**config.mk**
```make
export PLATFORM = sky130hd
export DESIGN_NAME = aes_subword_seq_flat
export DESIGN_NICKNAME = d
export VERILOG_FILES = /design/src/rtl/aes_subword_seq_if.sv /design/src/rtl/aes_subword_seq.sv /design/src/flat_wrapper.sv
export SDC_FILE = /design/constraint.sdc
export NUM_CORES = 1
export LEC_CHECK = 0
export BUFFER_PORTS_ARGS = -buffer_cell sky130_fd_sc_hd__buf_2
export CELL_PAD_IN_SITES_DETAIL_PLACEMENT = 1
export CELL_PAD_IN_SITES_GLOBAL_PLACEMENT = 1
export CORE_MARGIN = 5
export CORE_UTILIZATION = 50
export CTS_CLUSTER_DIAMETER = 100
export DETAILED_ROUTE_END_ITERATION = 6
export PLACE_DENSITY = 0.87
export SETUP_SLACK_MARGIN = 0.1
export SLEW_MARGIN = 20
export SYNTH_ARGS = -nofsm -noshare
export SYNTH_HDL_FRONTEND = slang
export SYNTH_SLANG_ARGS = --single-unit
export TNS_END_PERCENT = 10
```
**constraint.sdc**
```tcl
create_clock -name g_clk -period 29.6 [get_ports g_clk]
set_clock_uncertainty 0.15 [all_clocks]
set_input_delay 7.4 -clock g_clk [delete_from_list [all_inputs] [get_ports g_clk]]
set_output_delay 7.4 -clock g_clk [all_outputs]
set_load 0.005 [all_outputs]
```
**src/rtl/aes_subword_seq_if.sv**
```systemverilog
// AES SubWord request/response bundle.
// master drives requests and out_ready; slave returns in_ready and results.
interface aes_subword_seq_if;
   logic        in_valid;
   logic        in_ready;
   logic [31:0] in_word;
   logic        in_inv;
   logic        in_rot;
   logic        out_valid;
   logic        out_ready;
   logic [31:0] out_word;

   modport master (
      output in_valid, in_word, in_inv, in_rot, out_ready,
      input  in_ready, out_valid, out_word
   );

   modport slave (
      input  in_valid, in_word, in_inv, in_rot, out_ready,
      output in_ready, out_valid, out_word
   );
endinterface

```
**src/rtl/aes_subword_seq.sv**
```systemverilog
// Sequential AES SubWord: one shared S-box, one byte per cycle, optional RotWord.
// Ports: g_clk, g_reset (async, active-high), bus (slave: request/response handshake).

// Byte S-box computed as GF(2^8) inverse plus affine map (forward),
// or inverse affine then GF inverse (inverse, only when DECRYPT_EN).
module aes_sbox #(
   parameter bit DECRYPT_EN = 1'b1
) (
   input  logic [7:0] din,
   input  logic       inv,
   output logic [7:0] dout
);
   function automatic logic [7:0] gmul(input logic [7:0] a, input logic [7:0] b);
      logic [7:0] p;
      logic [7:0] x;
      p = 8'h00;
      x = a;
      for (int i = 0; i < 8; i++) begin
         if (b[i]) p = p ^ x;
         x = {x[6:0], 1'b0} ^ (x[7] ? 8'h1b : 8'h00);
      end
      return p;
   endfunction

   // x^254 == x^-1 in GF(2^8); zero maps to zero.
   function automatic logic [7:0] ginv(input logic [7:0] a);
      logic [7:0] p;
      logic [7:0] r;
      p = a;
      r = 8'h01;
      for (int k = 1; k < 8; k++) begin
         p = gmul(p, p);
         r = gmul(r, p);
      end
      return r;
   endfunction

   function automatic logic [7:0] aff(input logic [7:0] a);
      return a ^ {a[6:0], a[7]} ^ {a[5:0], a[7:6]}
               ^ {a[4:0], a[7:5]} ^ {a[3:0], a[7:4]} ^ 8'h63;
   endfunction

   function automatic logic [7:0] iaff(input logic [7:0] a);
      return {a[6:0], a[7]} ^ {a[4:0], a[7:5]}
           ^ {a[1:0], a[7:2]} ^ 8'h05;
   endfunction

   always_comb begin
      if (DECRYPT_EN && inv) dout = ginv(iaff(din));
      else                   dout = aff(ginv(din));
   end
endmodule

module aes_subword_seq #(
   parameter bit DECRYPT_EN = 1'b1
) (
   input  logic               g_clk,
   input  logic               g_reset,
   aes_subword_seq_if.slave   bus
);
   typedef enum logic [1:0] {IDLE, BUSY, DONE} state_t;

   state_t      state;
   logic [1:0]  cnt;
   logic [31:0] wrd;
   logic        inv_q;
   logic        rot_q;
   logic        rdy_q;
   logic        vld_q;
   logic [31:0] out_q;
   logic [1:0]  idx;
   logic [7:0]  sb_in;
   logic [7:0]  sb_out;

   // RotWord is folded into the byte pick: effective byte i is raw byte i+1.
   assign idx   = cnt + {1'b0, rot_q};
   assign sb_in = wrd[{idx, 3'b000} +: 8];

   aes_sbox #(.DECRYPT_EN(DECRYPT_EN)) u_sbox (
      .din  (sb_in),
      .inv  (inv_q),
      .dout (sb_out)
   );

   always_ff @(posedge g_clk or posedge g_reset) begin
      if (g_reset) begin
         state <= IDLE;
         cnt   <= 2'd0;
         wrd   <= 32'h0;
         inv_q <= 1'b0;
         rot_q <= 1'b0;
         rdy_q <= 1'b1;
         vld_q <= 1'b0;
         out_q <= 32'h0;
      end else begin
         unique case (state)
            IDLE: begin
               if (bus.in_valid) begin
                  wrd   <= bus.in_word;
                  inv_q <= bus.in_inv;
                  rot_q <= bus.in_rot;
                  cnt   <= 2'd0;
                  rdy_q <= 1'b0;
                  state <= BUSY;
               end
            end
            BUSY: begin
               out_q[{cnt, 3'b000} +: 8] <= sb_out;
               cnt <= cnt + 2'd1;
               if (cnt == 2'd3) begin
                  vld_q <= 1'b1;
                  state <= DONE;
               end
            end
            DONE: begin
               if (bus.out_ready) begin
                  vld_q <= 1'b0;
                  rdy_q <= 1'b1;
                  state <= IDLE;
               end
            end
            default: begin
               vld_q <= 1'b0;
               rdy_q <= 1'b1;
               state <= IDLE;
            end
         endcase
      end
   end

   assign bus.in_ready  = rdy_q;
   assign bus.out_valid = vld_q;
   assign bus.out_word  = out_q;
endmodule

```
**src/flat_wrapper.sv**
```systemverilog
// flat-port wrapper written by rule: the top's interface ports become plain ports
module aes_subword_seq_flat 
#(
   parameter bit DECRYPT_EN = 1'b1
)
  (g_clk, g_reset, bus_in_valid, bus_in_word, bus_in_inv, bus_in_rot, bus_out_ready, bus_in_ready, bus_out_valid, bus_out_word);
  aes_subword_seq_if bus_i ();
  input  logic g_clk;
  input  logic g_reset;
  input wire logic [$bits(bus_i.in_valid)-1:0] bus_in_valid;
  input wire logic [$bits(bus_i.in_word)-1:0] bus_in_word;
  input wire logic [$bits(bus_i.in_inv)-1:0] bus_in_inv;
  input wire logic [$bits(bus_i.in_rot)-1:0] bus_in_rot;
  input wire logic [$bits(bus_i.out_ready)-1:0] bus_out_ready;
  output wire logic [$bits(bus_i.in_ready)-1:0] bus_in_ready;
  output wire logic [$bits(bus_i.out_valid)-1:0] bus_out_valid;
  output wire logic [$bits(bus_i.out_word)-1:0] bus_out_word;
  assign bus_i.in_valid = bus_in_valid;
  assign bus_i.in_word = bus_in_word;
  assign bus_i.in_inv = bus_in_inv;
  assign bus_i.in_rot = bus_in_rot;
  assign bus_i.out_ready = bus_out_ready;
  assign bus_in_ready = bus_i.in_ready;
  assign bus_out_valid = bus_i.out_valid;
  assign bus_out_word = bus_i.out_word;
  aes_subword_seq #(.DECRYPT_EN(DECRYPT_EN)) u_core (.g_clk(g_clk), .g_reset(g_reset), .bus(bus_i));
endmodule
```
==> results.yml <==
clocking:
  cts_setup_buffers: 0
  hold_buffers: 0
  clk_pin_slew_ps: 60
  cts.htree.levels: 3
  cts.sinks: 72
  cts_tree: "built"
  ctsLongestPathBuffers: 2
  cts_buffers: 9
  clock-root-buffer: "clkbuf_16"
  clk_latency_ps: 350
  cts_resized: 0
global_routing:
  grt_first_pass_wirelength_um: 179000
  grt_max_degree: 73
  grt_pass1_vias: 32600
  track_usage: 0.299
  antenna_found_initial: 0
  gr-total-overflow: 0
finish:
  fill_cells: 8240
  drive_above_1_share: 0.117
  area_delta_synth_final_pct: 5.32
  multi_input_area_mm2: 0.0301
  fin_nets: 4307
  antennaDiodeCount: 0
  regArea_mm2: 0.00180
sta:
  max_freq_mhz: 48.9
  setup_tns_ps: 0
  finalMaxSlewViolations: 0
  worst_pin_slew_ps: 1180
  fin_crit_ps: 20460
  hold_violations: 0
  maxSlewHeadroom: 0.206
  period_share: 0.691
  rsz0062_at_grt: "false"
  setup_violations: 0
setup_path:
  endpoint_kind: "register"
  required_ps: 29710
  critPathKind: "register to register"
  critical_path.most_common_cell: "xnor2_1"
  cp_max_fo: 40
  max_stage_delay_ps: 810
  cp.arrival_ps: 20570
  slowest_stage: "xnor2_2"
  critPathLaunchType: "register"
synthesis:
  yosys_warnings: 0
  ys_seq_area_frac: 0.0544
  synthesis.area_mm2: 0.0332
  yosys-top-cells-area: "xnor2_1 23%, xnor3_1 10%, xor2_1 6.5%, nor2_1 6.4%, dfrtp_1 5.4%"
  synth_top_area_share: 0.230
  ys_seq_elements: 72
  avgSynthCellArea_um2: 7.69
  ys.flop_type: "dfrtp_1"
  async_reset_ff_frac: 1.00
  yosysMostFrequentCell: "xnor2_1"
  syn_inst: 4314
  synth_edf_count: 0
  syn-num-nets: 4371
  synth_top_cells_by_count: "871 x xnor2_1, 566 x nor2_1, 424 x nand2_1, 245 x xor2_1, 221 x o21ai_0"
  yosysUniqueCellTypes: 113
  synth_top_cell_by_area: "xnor2_1"
die:
  die_w_um: 268
  core.rowCount: 94
  num_io_pins: 72
  start_util: 0.504
  coreArea_mm2: 0.0657
  die-area_mm2: 0.0716
  fp.dieH_um: 268
place:
  hpwlAfterDp_um: 81900
  gp_congestion: 0.917
  portBuffers: 71
flow_run:
  max-cap-violations: 0
drt:
  drt-initial-drc-count: 2612
  antenna_left: 0
  wl_um: 112000
  post-route-drc-count: 0
  vias: 32000
  vias_per_cell: 6.25
  firstDrtPassIters: 6
  routedWlPerCell_um: 21.9
min_path:
  min_path_type: "register to register"
run_status:
  outcome: "finished, final reports clean"
[registers in the layout, summed over array words and instances, names as in the netlist]
signal                flops
u_core.bus.out_word      32
u_core.wrd               32
u_core.bus.out_valid      1
u_core.state              2
u_core.rot_q              1
u_core.inv_q              1
u_core.cnt                2
u_core.bus.in_ready       1
[cells in the final DEF (no fill, tap or decap), drive strengths merged, types with 14 or more instances in the layout]
cell type / Yosys / layout
a211oi: 39 / 39
a21o: 14 / 14
a21oi: 214 / 214
a221oi: 15 / 15
a22oi: 64 / 64
a31oi: 30 / 30
and2: 33 / 33
and3: 21 / 21
buf: 121 / 204
dfrtp: 71 / 71
ha: 19 / 19
inv: 54 / 56
mux2: 67 / 67
mux2i: 143 / 143
nand2: 424 / 424
nand2b: 31 / 31
nand3: 87 / 87
nand4: 16 / 16
nor2: 571 / 571
nor2b: 33 / 33
nor3: 100 / 100
nor4: 14 / 14
o211ai: 17 / 17
o21a: 17 / 17
o21ai: 248 / 248
o221ai: 18 / 18
o22ai: 57 / 57
or2: 15 / 15
or3: 27 / 27
xnor2: 932 / 932
xnor3: 155 / 155
xor2: 273 / 273
xor3: 19 / 19
[final timing paths]
path                       slack (ps)  cells after the start                          startpoint                                  end
min in group asynchronous        7200                      3                             g_reset            u_core.wrd[9]$_DFFE_PP0P_
max reg2reg                      9140                     65           u_core.cnt[0]$_DFFE_PP0P_  u_core.bus.out_word[30]$_DFFE_PP0P_
max                              9140                     65           u_core.cnt[0]$_DFFE_PP0P_  u_core.bus.out_word[30]$_DFFE_PP0P_
min reg2reg                       390                      2  u_core.bus.out_word[5]$_DFFE_PP0P_   u_core.bus.out_word[5]$_DFFE_PP0P_
max in group asynchronous       21460                      3                             g_reset  u_core.bus.out_word[15]$_DFFE_PP0P_
min                               390                      2  u_core.bus.out_word[5]$_DFFE_PP0P_   u_core.bus.out_word[5]$_DFFE_PP0P_
[critical path: cells and delay by family (launching register included)]
kind            cells  cell delay [ps]
fa+ha+maj           4             1790
buf+inv            10             3060
flops               1              520
mux                 2              880
compound gates     13             3100
xor+xnor           26             8970
simple gates       10             1760
[metrics by stage]
| step | cells | cell area [um2] | setup slack (ps) | utilization | hold WS (ps) |
|---|---|---|---|---|---|
| 4_1_cts | 5119 | 34900 | 8920 | 0.531 | 398 |
| 3_5_place_dp | 5103 | 34600 | 9000 | 0.526 | 369 |
| 2_1_floorplan | 4314 | 33200 | 13140 | - | 337 |
| 6_report | 5119 | 34900 | 9140 | 0.531 | 392 |
| 3_3_place_gp | 5103 | 34600 | 10030 | 0.526 | 337 |
| 5_1_grt | 5119 | 34900 | 7730 | 0.531 | 426 |
[final cells by class]
class | instances | area share
multi-input cells | 3899 | 0.862
flip-flops and latches | 72 | 0.0516
repair buffers | 204 | 0.0388
well taps | 864 | 0.0310
inverters | 64 | 0.00695
clock buffers | 10 | 0.00684
clock inverters | 6 | 0.00258
[metal layers]
layer / track usage / share of wire / wire length [um] / vias up
li1: - / - / - / 14700
met1: 0.395 / 0.43 / 47900 / 15900
met2: 0.527 / 0.49 / 54700 / 1171
met3: 0.0264 / 0.059 / 6660 / 210
met4: 0.0771 / 0.024 / 2710 / 0
met5: 0.00270 / 0 / 0 / -
[kinds of logic (layout without fill, tap and decap cells)]
logic type               Yosys count  count (layout)  synth area share
buffers and inverters            343             284            0.0455
AO/OA/AOI/OAI                    866             866             0.168
flip-flops                        72              72            0.0544
adder cells (fa/ha/maj)           19              19           0.00717
multiplexers                     217             217            0.0718
XOR/XNOR                        1379            1379             0.464
AND/OR/NAND/NOR                 1418            1418             0.189
Power is left out: the tool's default activity adds up to more than one toggle a clock period on the data nets, which glitch-free logic cannot reach.
